$ cat config.mk
export PLATFORM = sky130hd
export DESIGN_NAME = sh7604_ibus_initiator
export DESIGN_NICKNAME = d
export VERILOG_FILES = /design/src/rtl/sh7604_ibus_initiator.sv
export SDC_FILE = /design/constraint.sdc
export NUM_CORES = 1
export LEC_CHECK = 0
export ABC_CLOCK_PERIOD_IN_PS = 4000
export BUFFER_PORTS_ARGS = -buffer_cell sky130_fd_sc_hd__buf_4
export CORE_ASPECT_RATIO = 1.25
export CORE_MARGIN = 4
export CORE_UTILIZATION = 40
export CTS_CLUSTER_SIZE = 30
export DETAILED_ROUTE_END_ITERATION = 10
export PLACE_DENSITY_LB_ADDON = 0.15
export SYNTH_ARGS = -nofsm -noshare
export SYNTH_HDL_FRONTEND = slang
export SYNTH_SLANG_ARGS = --single-unit
$ cat constraint.sdc
create_clock -name CLK -period 4 [get_ports CLK]
set_input_delay 1 -clock CLK [delete_from_list [all_inputs] [get_ports CLK]]
set_output_delay 1 -clock CLK [all_outputs]
set_load 0.05 [all_outputs]
$ cat src/rtl/sh7604_ibus_initiator.sv
// SH7604 IBUS initiator: turns one CPU access into one or more IBUS phases,
// serialising the 8-bit peripheral region byte by byte, lowest address first.
module sh7604_ibus_initiator #(
   parameter logic [31:0] BYTE_LO = 32'hFFFFFE00,
   parameter logic [31:0] BYTE_HI = 32'hFFFFFE7F,
   parameter int          TIMEOUT = 256
) (
   input  logic        CLK,
   input  logic        RST_N,
   input  logic        CE_R,
   input  logic        CE_F,
   input  logic        EN,
   input  logic [31:0] CPU_A,
   input  logic [31:0] CPU_DI,
   input  logic [1:0]  CPU_SZ,
   input  logic        CPU_WE,
   input  logic        CPU_REQ,
   output logic [31:0] CPU_DO,
   output logic        CPU_BUSY,
   output logic        ADDR_ERR,
   output logic        BUS_ERR,
   output logic [31:0] IBUS_A,
   output logic [31:0] IBUS_DO,
   input  logic [31:0] IBUS_DI,
   output logic [3:0]  IBUS_BA,
   output logic        IBUS_WE,
   output logic        IBUS_REQ,
   input  logic        IBUS_BUSY,
   input  logic        IBUS_ACT
);
   typedef enum logic [1:0] {IDLE, PHASE, DONE, ERR} state_t;

   localparam logic [10:0] TIMEOUT_C = 11'(TIMEOUT);

   state_t      state, state_next;
   logic [31:0] base, base_next;
   logic [1:0]  sz, sz_next;
   logic        byte_mode, byte_mode_next;
   logic [1:0]  idx, idx_next;
   logic [1:0]  last, last_next;
   logic [10:0] cnt, cnt_next;
   logic [31:0] cpu_do, cpu_do_next;
   logic        addr_err, addr_err_next;
   logic        bus_err, bus_err_next;
   logic [31:0] ibus_a, ibus_a_next;
   logic [31:0] ibus_do, ibus_do_next;
   logic [3:0]  ibus_ba, ibus_ba_next;
   logic        ibus_we, ibus_we_next;
   logic        ibus_req, ibus_req_next;

   logic        in_region, misaligned;
   logic [10:0] cnt_inc;
   logic [31:0] rd_mask, next_addr;
   logic        unused_ce_f;

   assign unused_ce_f = CE_F;

   // Byte phases (and plain byte accesses) use a single lane; wider phases cover the whole datum.
   function automatic logic [3:0] lane_mask(input logic [1:0] a_lo, input logic single,
                                            input logic [1:0] size);
      if (single || size == 2'd0)
         lane_mask = 4'b1000 >> a_lo;
      else if (size == 2'd1)
         lane_mask = a_lo[1] ? 4'b0011 : 4'b1100;
      else
         lane_mask = 4'b1111;
   endfunction

   function automatic logic [31:0] lanes32(input logic [3:0] m);
      lanes32 = {{8{m[3]}}, {8{m[2]}}, {8{m[1]}}, {8{m[0]}}};
   endfunction

   always_comb begin
      state_next     = state;
      base_next      = base;
      sz_next        = sz;
      byte_mode_next = byte_mode;
      idx_next       = idx;
      last_next      = last;
      cnt_next       = cnt;
      cpu_do_next    = cpu_do;
      addr_err_next  = addr_err;
      bus_err_next   = bus_err;
      ibus_a_next    = ibus_a;
      ibus_do_next   = ibus_do;
      ibus_ba_next   = ibus_ba;
      ibus_we_next   = ibus_we;
      ibus_req_next  = ibus_req;

      in_region  = (CPU_A >= BYTE_LO) && (CPU_A <= BYTE_HI);
      misaligned = (CPU_SZ == 2'd1 && CPU_A[0]) || (CPU_SZ[1] && CPU_A[1:0] != 2'd0);
      cnt_inc    = cnt + 11'd1;
      rd_mask    = lanes32(ibus_ba);
      next_addr  = base + {30'd0, idx + 2'd1};

      if (CE_R && EN) begin
         unique case (state)
            IDLE: begin
               addr_err_next = 1'b0;
               bus_err_next  = 1'b0;
               if (CPU_REQ) begin
                  base_next      = CPU_A;
                  sz_next        = CPU_SZ;
                  byte_mode_next = in_region;
                  cpu_do_next    = '0;
                  cnt_next       = '0;
                  idx_next       = '0;
                  if (misaligned) begin
                     state_next    = ERR;
                     addr_err_next = 1'b1;
                  end else begin
                     last_next     = !in_region ? 2'd0 :
                                     (CPU_SZ == 2'd0) ? 2'd0 :
                                     (CPU_SZ == 2'd1) ? 2'd1 : 2'd3;
                     ibus_a_next   = CPU_A;
                     ibus_ba_next  = lane_mask(CPU_A[1:0], in_region, CPU_SZ);
                     ibus_do_next  = CPU_DI;
                     ibus_we_next  = CPU_WE;
                     ibus_req_next = 1'b1;
                     state_next    = PHASE;
                  end
               end
            end
            PHASE: begin
               if (IBUS_BUSY) begin
                  cnt_next = cnt_inc;
                  if (cnt_inc >= TIMEOUT_C) begin
                     state_next    = ERR;
                     bus_err_next  = 1'b1;
                     cpu_do_next   = '0;
                     ibus_req_next = 1'b0;
                     ibus_ba_next  = '0;
                     ibus_we_next  = 1'b0;
                  end
               end else begin
                  cnt_next = '0;
                  // An undecoded address reads as zero rather than whatever floats on IBUS_DI.
                  if (!ibus_we)
                     cpu_do_next = (cpu_do & ~rd_mask) | (IBUS_ACT ? (IBUS_DI & rd_mask) : 32'd0);
                  if (idx == last) begin
                     state_next    = DONE;
                     ibus_req_next = 1'b0;
                     ibus_ba_next  = '0;
                     ibus_we_next  = 1'b0;
                  end else begin
                     idx_next     = idx + 2'd1;
                     ibus_a_next  = next_addr;
                     ibus_ba_next = lane_mask(next_addr[1:0], byte_mode, sz);
                  end
               end
            end
            DONE: state_next = IDLE;
            ERR: begin
               addr_err_next = 1'b0;
               bus_err_next  = 1'b0;
               state_next    = IDLE;
            end
            default: state_next = IDLE;
         endcase
      end
   end

   always_ff @(posedge CLK or negedge RST_N) begin
      if (!RST_N) begin
         state     <= IDLE;
         base      <= '0;
         sz        <= '0;
         byte_mode <= 1'b0;
         idx       <= '0;
         last      <= '0;
         cnt       <= '0;
         cpu_do    <= '0;
         addr_err  <= 1'b0;
         bus_err   <= 1'b0;
         ibus_a    <= '0;
         ibus_do   <= '0;
         ibus_ba   <= '0;
         ibus_we   <= 1'b0;
         ibus_req  <= 1'b0;
      end else begin
         state     <= state_next;
         base      <= base_next;
         sz        <= sz_next;
         byte_mode <= byte_mode_next;
         idx       <= idx_next;
         last      <= last_next;
         cnt       <= cnt_next;
         cpu_do    <= cpu_do_next;
         addr_err  <= addr_err_next;
         bus_err   <= bus_err_next;
         ibus_a    <= ibus_a_next;
         ibus_do   <= ibus_do_next;
         ibus_ba   <= ibus_ba_next;
         ibus_we   <= ibus_we_next;
         ibus_req  <= ibus_req_next;
      end
   end

   assign CPU_DO   = cpu_do;
   assign CPU_BUSY = CPU_REQ && (state != DONE) && (state != ERR);
   assign ADDR_ERR = addr_err;
   assign BUS_ERR  = bus_err;
   assign IBUS_A   = ibus_a;
   assign IBUS_DO  = ibus_do;
   assign IBUS_BA  = ibus_ba;
   assign IBUS_WE  = ibus_we;
   assign IBUS_REQ = ibus_req;
endmodule

Yosys cells after proc, flatten, opt, wreduce, memory -nomap -nowiden
Index checks and enable logic that the tools add are counted.
- flip-flop bits (word level): 156
- latch bits: 0
- memory bits (writable): 0
- ROM bits: 0
- output and inout port bits: 105
- logic and storage cells: 128
- memories kept: 0
- $add $sub $neg: 3
- multipliers: 0
- div/mod/pow operators: 0
- $lt $le $gt $ge: 3
- equality and inequality tests: 17
- shift operators: 2
- multiplexer cells: 54
- bitwise logic cells: 5
- reduce and logical (&&, ||, !) cells: 29
- operators by type and width (kind ; number):
    $mux 32 ; 9
    $pmux 32 s2 ; 2
    $and 32x32->32 ; 2
    $mux 4 ; 11
    $add 32x2->32 ; 1
    $ge 32x32->1 const B ; 1
    $le 32x32->1 const B ; 1
    $not 32->32 ; 1
    $or 32x32->32 ; 1
    $mux 11 ; 2
    $mux 2 ; 11
    $pmux 11 s2 ; 1
    $ne 2x2->1 const B ; 8
    $reduce_and 5->1 ; 3
    $reduce_and 4->1 ; 3
    $reduce_and 6->1 ; 2
    $add 11x1->11 const B ; 1
    $ge 11x9->1 const B ; 1
    $mux 1 ; 11
    $ne 3x3->1 const B ; 3
    $pmux 1 s2 ; 4
    $pmux 4 s2 ; 1
    $reduce_bool 2->1 ; 4
    $shr 4x2->4 const A ; 2
    other kinds (13) ; 27

Longest topological paths before layout
- depth after elaboration: 8
- gate-level depth with buffers: 9

Worst setup path after synthesis
OpenSTA, ideal clock, no wires.
- path kind: input port to output port
- start point: input CPU_REQ
- end point: output CPU_BUSY
- arrival time: 1.705 ns
- path slack: 1.295 ns
- stages: 2
- buffers on the path: 0
- path through: nand2b_1 > nor2_1
- word-level cells in the longest chain between the ends: 2
- RTL lines (what ; RTL line ; text):
    from (decl) ; 17 ; input logic CPU_REQ,
    $logic_and 1x1->1 (2 in series) ; 200 ; assign CPU_BUSY = CPU_REQ && (state != DONE) && (state != ERR);
    to (decl) ; 19 ; output logic CPU_BUSY,
No other way between the ends.

Worst setup path after layout
- start point: register idx[0]
- end point: register ibus_a[14], in the netlist IBUS_A[14]
- word-level cells in the longest chain between the ends: 5
- RTL lines (what ; RTL line ; text):
    from (decl) ; 39 ; logic [1:0] idx, idx_next;
    from (signal assigned) ; 185 ; idx <= idx_next;
    $add 2x1->2 ; 94 ; next_addr = base + {30'd0, idx + 2'd1};
    $add 32x2->32 ; 94 ;
    $mux 32 ; 140 ; if (idx == last) begin
    $mux 32 ; 125 ; if (IBUS_BUSY) begin
    $pmux 32 s2 ; 97 ; unique case (state)
    to (signal assigned) ; 191 ; ibus_a <= ibus_a_next;
    to (decl) ; 45 ; logic [31:0] ibus_a, ibus_a_next;
Several ways; a longest one is shown, not always the timed one. The select of a mux whose other input is x is not followed.
A chain may end at the register's enable or synchronous reset.

==> results.ini <==
[outcome]
outcome = finished, final reports clean

[layout]
final_util_pct = 53.2
final_cell_mix = buf_4, dfrtp_1, nand2_1
diodes = 0
syn_to_final_growth_pct = 30.2
multi_input_area_um2 = 3440
fill_cells = 1757
ff_latch_area_um2 = 3900
layout_commonest_cell = buf_4
final_nets = 1064
final_layout_size_suffix_gt1_share_pct = 34.5

[sta]
relSlewSlack_pct = 26.0
hold_viol = 0
finClkSkew_ps = 12.8
fmax_mhz = 350
hold_slack_ps = 482
min_period_ps = 2860
timing.final.crit_share_pct = 71.4
setup-tns-final_ps = 0
drv_slew = 0
setup_viol = 0
fin_ws_ps = 1140
rsz0062_at_grt = no
worst_slew_pin_slew_ps = 1080

[die]
initial_core_util_pct = 40.8
dieArea_um2 = 21500
core.rowCount = 56
die-height_um = 163
ios = 212
die_x_um = 132
core_um2 = 18800

[critical_path]
worstPathArrival_ps = 3190
r2r_end = IBUS_A[14]$_DFFE_PN0P_
crit_path_max_fanout = 10
cp_cell_sequence = xor2_1 > inv_1 > fa_1 > nand4b_1 > nor4_1 > xor2_1 > mux2i_1 > o21ai_0
r2r_slack_ps = 1140
worstSetupPathType = flop to flop
worstReg2RegStart = idx[0]$_DFFE_PN0P_
crit_path_start_kind = flop
crit_slowest_cell = nand4b_1
end_kind = flop
max_stage_delay_ps = 600
path_common_cell = xor2_1
required_ps = 4340
reg2regPathDepth = 8

[drt]
dr.pass1.iters = 4
vias_per_cell = 5.20
routed_wl_um = 20200
vias = 6194
antenna_left = 0
routedWlPerCell_um = 16.9
drt-initial-drc-count = 320
drc = 0

[place]
pre_cts_ws_ps = 914
portBuffers = 210
place_hpwl_um = 14600
gp_congestion = 0.763

[global_route]
grt.overflow.total = 0
grt_max_degree = 84
grt_pass1_wl_um = 32500
grt_use_total_pct = 18.8
antenna_found_initial = 0
first_global_vias = 6229

[synth]
yosys_warnings = 0
synthArstFlopShare_pct = 100
synth-edff-count = 0
netlist_instances = 749
synth.distinct_cells = 57
syn_nets = 866
syn_area_per_cell_um2 = 10.3
synth-main-ff-cell = dfrtp_1
ys_seq_area_share_pct = 50.7
ys_seq_elements = 156
syn_area_um2 = 7700

[clock_network]
clk_latency_ps = 420
cts_buffers = 17
cts-root-buf = clkbuf_16
clockBufferDepth = 2
ctsHoldBuffers = 0
post_cts_buffers = 0
cts.clk_slew.worst_paths_ps = 60
cts.sinks = 156
cts_tree = done
cts_resized = 0
htreeDepth = 4

[worst_hold_path]
holdCritPathClass = flop to flop
hold_path_end = IBUS_A[8]$_DFFE_PN0P_
holdCritStartpoint = IBUS_A[8]$_DFFE_PN0P_
hold_depth = 2

[power_and_ir_drop]
leakage_nw = 4.63
p_total_mw = 8.35
vdd_drop_max_v = 0.000410
power_density_nw_per_um2 = 833

[flow_run]
cap_violations = 0

[sequential cells by signal (all words and copies together) (netlist names), 2 cells and up]
register / cells
idx: 2
IBUS_DO: 32
CPU_DO: 32
IBUS_A: 32
base: 32
IBUS_BA: 4
state: 2
cnt: 11
sz: 2
last: 2
[critical path: cells and delay by family, from the launching register on]
family | cells | cell delay, ps
simple gates | 2 | 1100
fa+ha+maj | 1 | 470
flops | 1 | 450
xor+xnor | 2 | 410
compound gates | 1 | 170
mux | 1 | 100
buf+inv | 1 | 80
[how the worst max path moves through the flow]
stage | startpoint | end | slack (ps) | cells after the start
6_report | idx[0]$_DFFE_PN0P_ | IBUS_A[14]$_DFFE_PN0P_ | 1140 | 8
5_1_grt | idx[0]$_DFFE_PN0P_ | IBUS_A[14]$_DFFE_PN0P_ | 830 | 9
4_1_cts | idx[0]$_DFFE_PN0P_ | IBUS_A[14]$_DFFE_PN0P_ | 1080 | 8
3_5_place_dp | CPU_SZ[1] | IBUS_DO[26]$_DFFE_PN0P_ | 910 | 5
3_3_place_gp | CPU_SZ[1] | IBUS_DO[8]$_DFFE_PN0P_ | 930 | 5
2_1_floorplan | CPU_REQ | CPU_BUSY | 1290 | 2
[Yosys cell counts, drive strengths merged, types with 7 or more instances]
cell | n | share of area (%)
o211ai | 12 | 1.2
a21oi | 15 | 0.98
xor2 | 11 | 1.3
mux2 | 69 | 10
nand4 | 14 | 1.3
nand2b | 8 | 0.65
inv | 51 | 2.5
o21ai | 85 | 5.6
dfrtp | 156 | 51
nor2 | 15 | 0.73
nor4 | 12 | 1.4
nand3b | 14 | 1.4
and3 | 7 | 0.57
buf | 13 | 0.91
nand2 | 99 | 4.8
ha | 9 | 1.5
xnor2 | 15 | 1.7
mux2i | 16 | 2.1
nor3 | 12 | 0.78
clkbuf | 26 | 1.3
nand3 | 18 | 1.2
[stage by stage]
| stage | instance area (µm²) | cells |
|---|---|---|
| floorplan | 7700 | 749 |
| global placement | 9460 | 1160 |
| detailed placement | 9460 | 1160 |
| CTS | 10000 | 1191 |
| global route | 10000 | 1191 |
| finish | 10000 | 1191 |
[power by group]
group	internal [mW]	switching (mW)	leakage [nW]
clock network	0.902	0.643	0.275
logic	1.39	2.70	2.36
registers	2.23	0.488	2.00
total	4.52	3.83	4.63
[per-layer routing]
layer	GRT usage (%)	vias to the layer above	part of all wire (%)
met3	4.28	13	4.9
met4	4.92	0	0.88
met5	0	-	0
met2	33.3	139	52
li1	-	3038	-
met1	23.1	3004	42
[cells by family after synthesis]
kind of cell,count (synthesis),synth area share (%)
and+or+nand+nor,227,15.5
xor gates and xnor gates,26,2.96
buffers and inverters,90,4.66
DFF,156,50.7
adders and majority gates,10,1.72
muxes,85,12.2
AOI/OAI and AO/OA,155,12.3
[final cells by class]
type                       count  share of cell area (%)
clock buffer                  21                    4.69
clock inverter                10                   0.911
inverter                      51                    1.91
multi-input combinational    503                    34.3
sequential                   156                    38.9
tap                          232                    2.90
timing repair buffer         218                    16.4
No activity file was read; power rests on OpenSTA's default activity.
